--- src/rtl/wb_stage_pkg.sv ---
// Shared definitions for the write-back stage: load-size encodings and default widths.
// Latency: n/a (constants and types only).
// Backpressure: n/a.
package wb_stage_pkg;

    localparam int XLEN_DEF = 32;
    localparam int RA_W_DEF = 5;
    localparam int CNT_W_DEF = 32;

    typedef logic [1:0] ld_size_t;

    // Size code 3 is reserved and decodes as a word everywhere.
    localparam ld_size_t LD_BYTE = 2'd0;
    localparam ld_size_t LD_HALF = 2'd1;
    localparam ld_size_t LD_WORD = 2'd2;

    // Architectural zero register; writes to it are dropped.
    localparam logic [RA_W_DEF-1:0] ZERO_REG = '0;

endpackage

--- src/rtl/wb_stage_load_align.sv ---
// Load alignment: picks the byte/half lane out of the dcache word and extends it; flags misalignment.
// Latency: purely combinational.
// Backpressure: none; follows its inputs.
//
// Ports: rdata (dcache word), addr_lo (load address bits [1:0]), ld_size (byte/half/word),
//        ld_uns (1 = zero-extend), data (aligned, extended result), mis (misaligned access).
module load_align
    import wb_stage_pkg::*;
#(
    parameter int XLEN = XLEN_DEF
) (
    input  logic [XLEN-1:0] rdata,
    input  logic [1:0]      addr_lo,
    input  ld_size_t        ld_size,
    input  logic            ld_uns,
    output logic [XLEN-1:0] data,
    output logic            mis
);

    logic [7:0]  byte_lane;
    logic [15:0] half_lane;
    logic        byte_sign;
    logic        half_sign;

    // Byte lane starts at 8*addr_lo, half lane at 16*addr_lo[1].
    assign byte_lane = rdata[{addr_lo, 3'b000} +: 8];
    assign half_lane = rdata[{addr_lo[1], 4'b0000} +: 16];
    assign byte_sign = byte_lane[7] & ~ld_uns;
    assign half_sign = half_lane[15] & ~ld_uns;

    always_comb begin
        data = rdata;
        mis  = 1'b0;
        case (ld_size)
            LD_BYTE: begin
                data = {{(XLEN-8){byte_sign}}, byte_lane};
            end
            LD_HALF: begin
                data = {{(XLEN-16){half_sign}}, half_lane};
                mis  = addr_lo[0];
            end
            default: begin
                // Word, including the reserved code.
                data = rdata;
                mis  = (addr_lo != 2'b00);
            end
        endcase
    end

endmodule

--- src/rtl/wb_stage.sv ---
// Write-back stage: MEM/WB register, load/ALU select, register-file write, forwarding and retire count.
// Latency: entry captured at edge N writes the register file combinationally in cycle N..N+1; forward visible one cycle later.
// Backpressure: stall holds the entry and still commits it exactly once; flush kills the incoming entry.
//
// Ports: clk, rst (sync, active-high); in_* (MEM-stage instruction fields), rdata (dcache word for the
//        entry in WB), stall, flush; rf_wen/rf_waddr/rf_wdata (register-file write port);
//        fwd_valid/fwd_rd/fwd_data (previous cycle's write); misalign (pulse); instret (retired count).
module wb_stage
    import wb_stage_pkg::*;
#(
    parameter int XLEN  = XLEN_DEF,
    parameter int RA_W  = RA_W_DEF,
    parameter int CNT_W = CNT_W_DEF
) (
    input  logic             clk,
    input  logic             rst,
    input  logic             in_valid,
    input  logic             in_wb_wen,
    input  logic             in_is_load,
    input  ld_size_t         in_ld_size,
    input  logic             in_ld_uns,
    input  logic [1:0]       in_addr_lo,
    input  logic [RA_W-1:0]  in_rd,
    input  logic [XLEN-1:0]  in_pdata,
    input  logic [XLEN-1:0]  rdata,
    input  logic             stall,
    input  logic             flush,
    output logic             rf_wen,
    output logic [RA_W-1:0]  rf_waddr,
    output logic [XLEN-1:0]  rf_wdata,
    output logic             fwd_valid,
    output logic [RA_W-1:0]  fwd_rd,
    output logic [XLEN-1:0]  fwd_data,
    output logic             misalign,
    output logic [CNT_W-1:0] instret
);

    // MEM/WB pipeline register.
    logic            valid;
    logic            done;
    logic            wb_wen;
    logic            is_load;
    ld_size_t        ld_size;
    logic            ld_uns;
    logic [1:0]      addr_lo;
    logic [RA_W-1:0] rd;
    logic [XLEN-1:0] pdata;

    logic            commit;
    logic            ld_mis;
    logic            mis;
    logic [XLEN-1:0] ld_data;

    load_align #(
        .XLEN(XLEN)
    ) u_load_align (
        .rdata   (rdata),
        .addr_lo (addr_lo),
        .ld_size (ld_size),
        .ld_uns  (ld_uns),
        .data    (ld_data),
        .mis     (ld_mis)
    );

    // done marks an entry that already committed while held by stall, so a
    // long stall still produces exactly one write and one retirement.
    assign commit   = valid & ~done;
    assign mis      = is_load & ld_mis;
    assign misalign = commit & mis;
    assign rf_wen   = commit & wb_wen & ~mis & (rd != RA_W'(ZERO_REG));
    assign rf_waddr = rd;
    assign rf_wdata = is_load ? ld_data : pdata;

    always_ff @(posedge clk) begin
        if (rst) begin
            valid     <= 1'b0;
            done      <= 1'b0;
            fwd_valid <= 1'b0;
            fwd_rd    <= '0;
            fwd_data  <= '0;
            instret   <= '0;
        end else begin
            fwd_valid <= rf_wen;
            fwd_rd    <= rf_waddr;
            fwd_data  <= rf_wdata;
            if (commit) begin
                instret <= instret + CNT_W'(1);
            end
            // Stall outranks flush: a held entry must never be killed.
            if (stall) begin
                done <= done | commit;
            end else if (flush) begin
                valid <= 1'b0;
                done  <= 1'b0;
            end else begin
                valid   <= in_valid;
                done    <= 1'b0;
                wb_wen  <= in_wb_wen;
                is_load <= in_is_load;
                ld_size <= in_ld_size;
                ld_uns  <= in_ld_uns;
                addr_lo <= in_addr_lo;
                rd      <= in_rd;
                pdata   <= in_pdata;
            end
        end
    end

endmodule

--- config.mk ---
export PLATFORM = sky130hd
export DESIGN_NAME = wb_stage
export DESIGN_NICKNAME = d
export VERILOG_FILES = /design/src/rtl/wb_stage_pkg.sv /design/src/rtl/wb_stage_load_align.sv /design/src/rtl/wb_stage.sv
export SDC_FILE = /design/constraint.sdc
export NUM_CORES = 1
export LEC_CHECK = 0
export BUFFER_PORTS_ARGS = -buffer_cell sky130_fd_sc_hd__buf_2
export CAP_MARGIN = 20
export CORE_ASPECT_RATIO = 0.8
export CORE_MARGIN = 5
export CORE_UTILIZATION = 40
export DETAILED_ROUTE_END_ITERATION = 8
export PLACE_DENSITY = 0.68
export SETUP_SLACK_MARGIN = 0.4
export SLEW_MARGIN = 20
export SYNTH_ARGS = -nofsm -noshare
export SYNTH_HDL_FRONTEND = slang
export SYNTH_SLANG_ARGS = --single-unit
--- constraint.sdc ---
create_clock -name clk -period 7.11 [get_ports clk]
set_clock_uncertainty 0.2 [all_clocks]
set_input_delay 1.7775 -clock clk [delete_from_list [all_inputs] [get_ports clk]]
set_output_delay 1.7775 -clock clk [all_outputs]
set_load 0.05 [all_outputs]
==> impl_metrics.tcl <==
set metrics [dict create \
    number_of_global_route_vias_before_repair 4304 \
    cts_tree "yes" \
    timing.critical_path.fanout_max 8 \
    fill_cells 1099 \
    detailroute.via_count 4567 \
    postSynthNetCount 582 \
    flow.area_growth_from_synthesis_pct 33.7 \
    critical_path.startpoint_type "input pin" \
    post_syn_instances 500 \
    post_route_cells_drive_above_1_share_pct 34.9 \
    grt_start_max_net_pins 46 \
    yosys-top-cells-count "72 x dfxtp_1, 48 x a21oi_1, 48 x nor2_1" \
    worst-path-buf-inv 2 \
    postRouteWirelength_um 14400 \
    ant_nets 0 \
    hold_class "reg -> reg" \
    post_cts.resized_instances 0 \
    dieHeight_um 110 \
    ys_async_sr_fraction_pct 0 \
    post_synth_num_cell_types 52 \
    synth_top_cell_by_area "dfxtp_1" \
    routedWlPerCell_um 16.7 \
    post_layout_nonfiller_instances 864 \
    rsz0062_at_grt "no" \
    cts_setup_buffers 0 \
    die_w_um 136 \
    die-area_um2 15000 \
    critical_path_class "in -> out" \
    critPathArrivalTime_ns 3.52 \
    initial_utilization_pct 41.2 \
    synth.most_common_cell "dfxtp_1" \
    cts_buf_count 17 \
    synth.top_cells.by_area "dfxtp_1 29%, edfxtp_1 26%, a21oi_1 4.8%" \
    critPathMostFrequentCell "buf_2" \
    core_um2 12300 \
    synthDominantCellAreaShare_pct 28.6 \
    leakagePower_nw 2.82 \
    setup-tns-final_ns 0 \
    postLayoutCoreUtil_pct 55.1 \
    dp.cells 832 \
    std_cell_rows 36 \
    worstPathCellList "buf_2, mux4_2, a2111oi_4, nor2_1, buf_2" \
    flip_flop_and_latch_area_um2 2760 \
    boundaryPins 190 \
    syn_avg_cell_area_um2 10.1 \
    drt_first_iter_violations 299 \
    cts.path.max_buffers 2 \
    slew_viol_final 0 \
    total_power_mw 1.87 \
    cp_slowest_cell "a2111oi_4" \
    powerDensity_nw_per_um2 278 \
    io_buffer_count 189 \
    crit_family "compound AO/OA/AOI/OAI gates" \
    run_status "finished, final reports clean" \
    first_pass_iters 5 \
    hold_ws_ns 0.314 \
    hold_violations 0 \
    max_cap_violations 0 \
    clk_pin_slew_worst_paths_ns 0.05 \
    post_synth_edffs 44 \
    remaining_drc_errors 0 \
    max-slew-margin-rel_pct 40.2 \
    post-dp-hpwl_um 10600 \
    holdBufCountCts 0 \
    synth_area_um2 5050 \
    htreeDepth 4 \
    ir_worst_vdd_mv 0.248 \
    fin_crit_ns 5.49 \
    fmax_mhz 182 \
    globalRouteTotalUtil_pct 19.0 \
    layout.nets 762 \
    cpPeakStageDelay_ns 0.71 \
    globalRoute.totalOverflow 0 \
    antennaDiodeCount 0 \
    synth-main-ff-cell "dfxtp_1" \
    clk-insertion-delay-late_ns 0.41 \
    synth.ff_latch_count 116 \
    seq_area_frac_synth_pct 54.7 \
    timing.final.crit_share_pct 77.3 \
    timing_worst_slew_pin_value_ns 0.897 \
    antenna_found_initial 1 \
    grt_pass1_wl_um 22600 \
    tritoncts_num_sinks 116 \
    critPathRequiredTime_ns 5.13 \
    multi_input_area_um2 2130 \
    detail_route.vias_per_cell 5.29 \
    crit_path_end_kind "output port" \
    finalSetupViolations 0 \
    synth.yosys.warnings 0 \
    cts.root.buffer_cell "clkbuf_16" \
    finalWeightedCongestion 0.808 \
]
## stage by stage
| stage | cell area, um^2 | setup slack (ns) |
|---|---|---|
| floorplan | 5050 | 1.43 |
| global placement | 6130 | 1.52 |
| detailed placement | 6130 | 1.42 |
| CTS | 6740 | 1.41 |
| global route | 6750 | 1.54 |
| finish | 6750 | 1.62 |
## flip-flops by register name, summed over array words and instances (netlist names)
register,flops
rf_waddr,5
fwd_valid,1
addr_lo,2
ld_uns,1
instret,32
wb_wen,1
ld_size,2
done,1
fwd_rd,5
fwd_data,32
is_load,1
valid,1
pdata,32
## cells in the final DEF (no fill, tap or decap), types with 4 or more instances in the layout
cell,synthesis,final
nor2_1,48,48
bufinv_16,0,4
nand2_1,30,30
a211oi_1,7,7
edfxtp_1,44,44
clkbuf_16,0,17
xnor2_1,6,6
nand4_1,7,7
o21ai_0,18,18
xor2_1,5,5
nand2b_1,14,14
or4_1,14,14
buf_4,0,7
a221oi_1,7,7
nand3b_1,9,9
a21oi_1,48,48
nor4_1,7,7
nor3b_1,9,9
inv_1,7,7
nand3_1,9,9
clkinv_2,0,5
a31oi_1,7,7
dfxtp_1,72,72
buf_2,2,189
o31ai_1,9,9
mux2_2,9,9
a22oi_1,17,17
nor2b_1,21,21
or3_1,10,10
## layer usage
metal | share of wire (%) | track usage, % | routed length (um) | vias up
li1 | - | - | - | 2213
met5 | 0.12 | 0 | 18 | -
met4 | 2.8 | 8.80 | 410 | 2
met1 | 43 | 24.0 | 6260 | 2164
met2 | 47 | 30.2 | 6770 | 161
met3 | 6.6 | 5.05 | 958 | 27
## final timing paths
check	slack [ns]	from	to	cells after the start
hold / removal	0.31	instret[28]	instret[28]	2
setup / recovery	1.62	rdata[31]	rf_wdata[8]	5
setup reg to reg	4.21	addr_lo[1]	fwd_data[9]	5
hold reg to reg	0.31	instret[28]	instret[28]	2
## tightest hold or removal path, cell delays in order, from the launching register on
cell     delay [ns]
dfxtp_1        0.34
o31ai_1        0.07
a21oi_1        0.06
## cell type report
type | count | share of cell area [%]
flip-flops and latches | 116 | 40.9
multi-input cells | 341 | 31.5
repair buffers | 196 | 14.8
clock buffers | 18 | 6.36
well taps | 171 | 3.17
clock inverters | 14 | 2.76
inverters | 8 | 0.445
## where the power goes
part	internal (mW)	switching [mW]	total, mW	leakage [nW]
logic	0.0682	0.187	0.256	1.53
clock network	0.584	0.308	0.892	0.299
registers	0.718	0.00961	0.727	0.994
total	1.37	0.505	1.87	2.82
## cell families after synthesis
family          Yosys count  share of synthesized area [%]
buf+inv                  43                           3.40
mux                      12                           2.88
simple gates            195                           21.4
xor+xnor                 11                           1.91
compound gates          122                           15.4
fa+ha+maj                 1                          0.248
flops                   116                           54.7
No activity file was read; power rests on OpenSTA's default activity.
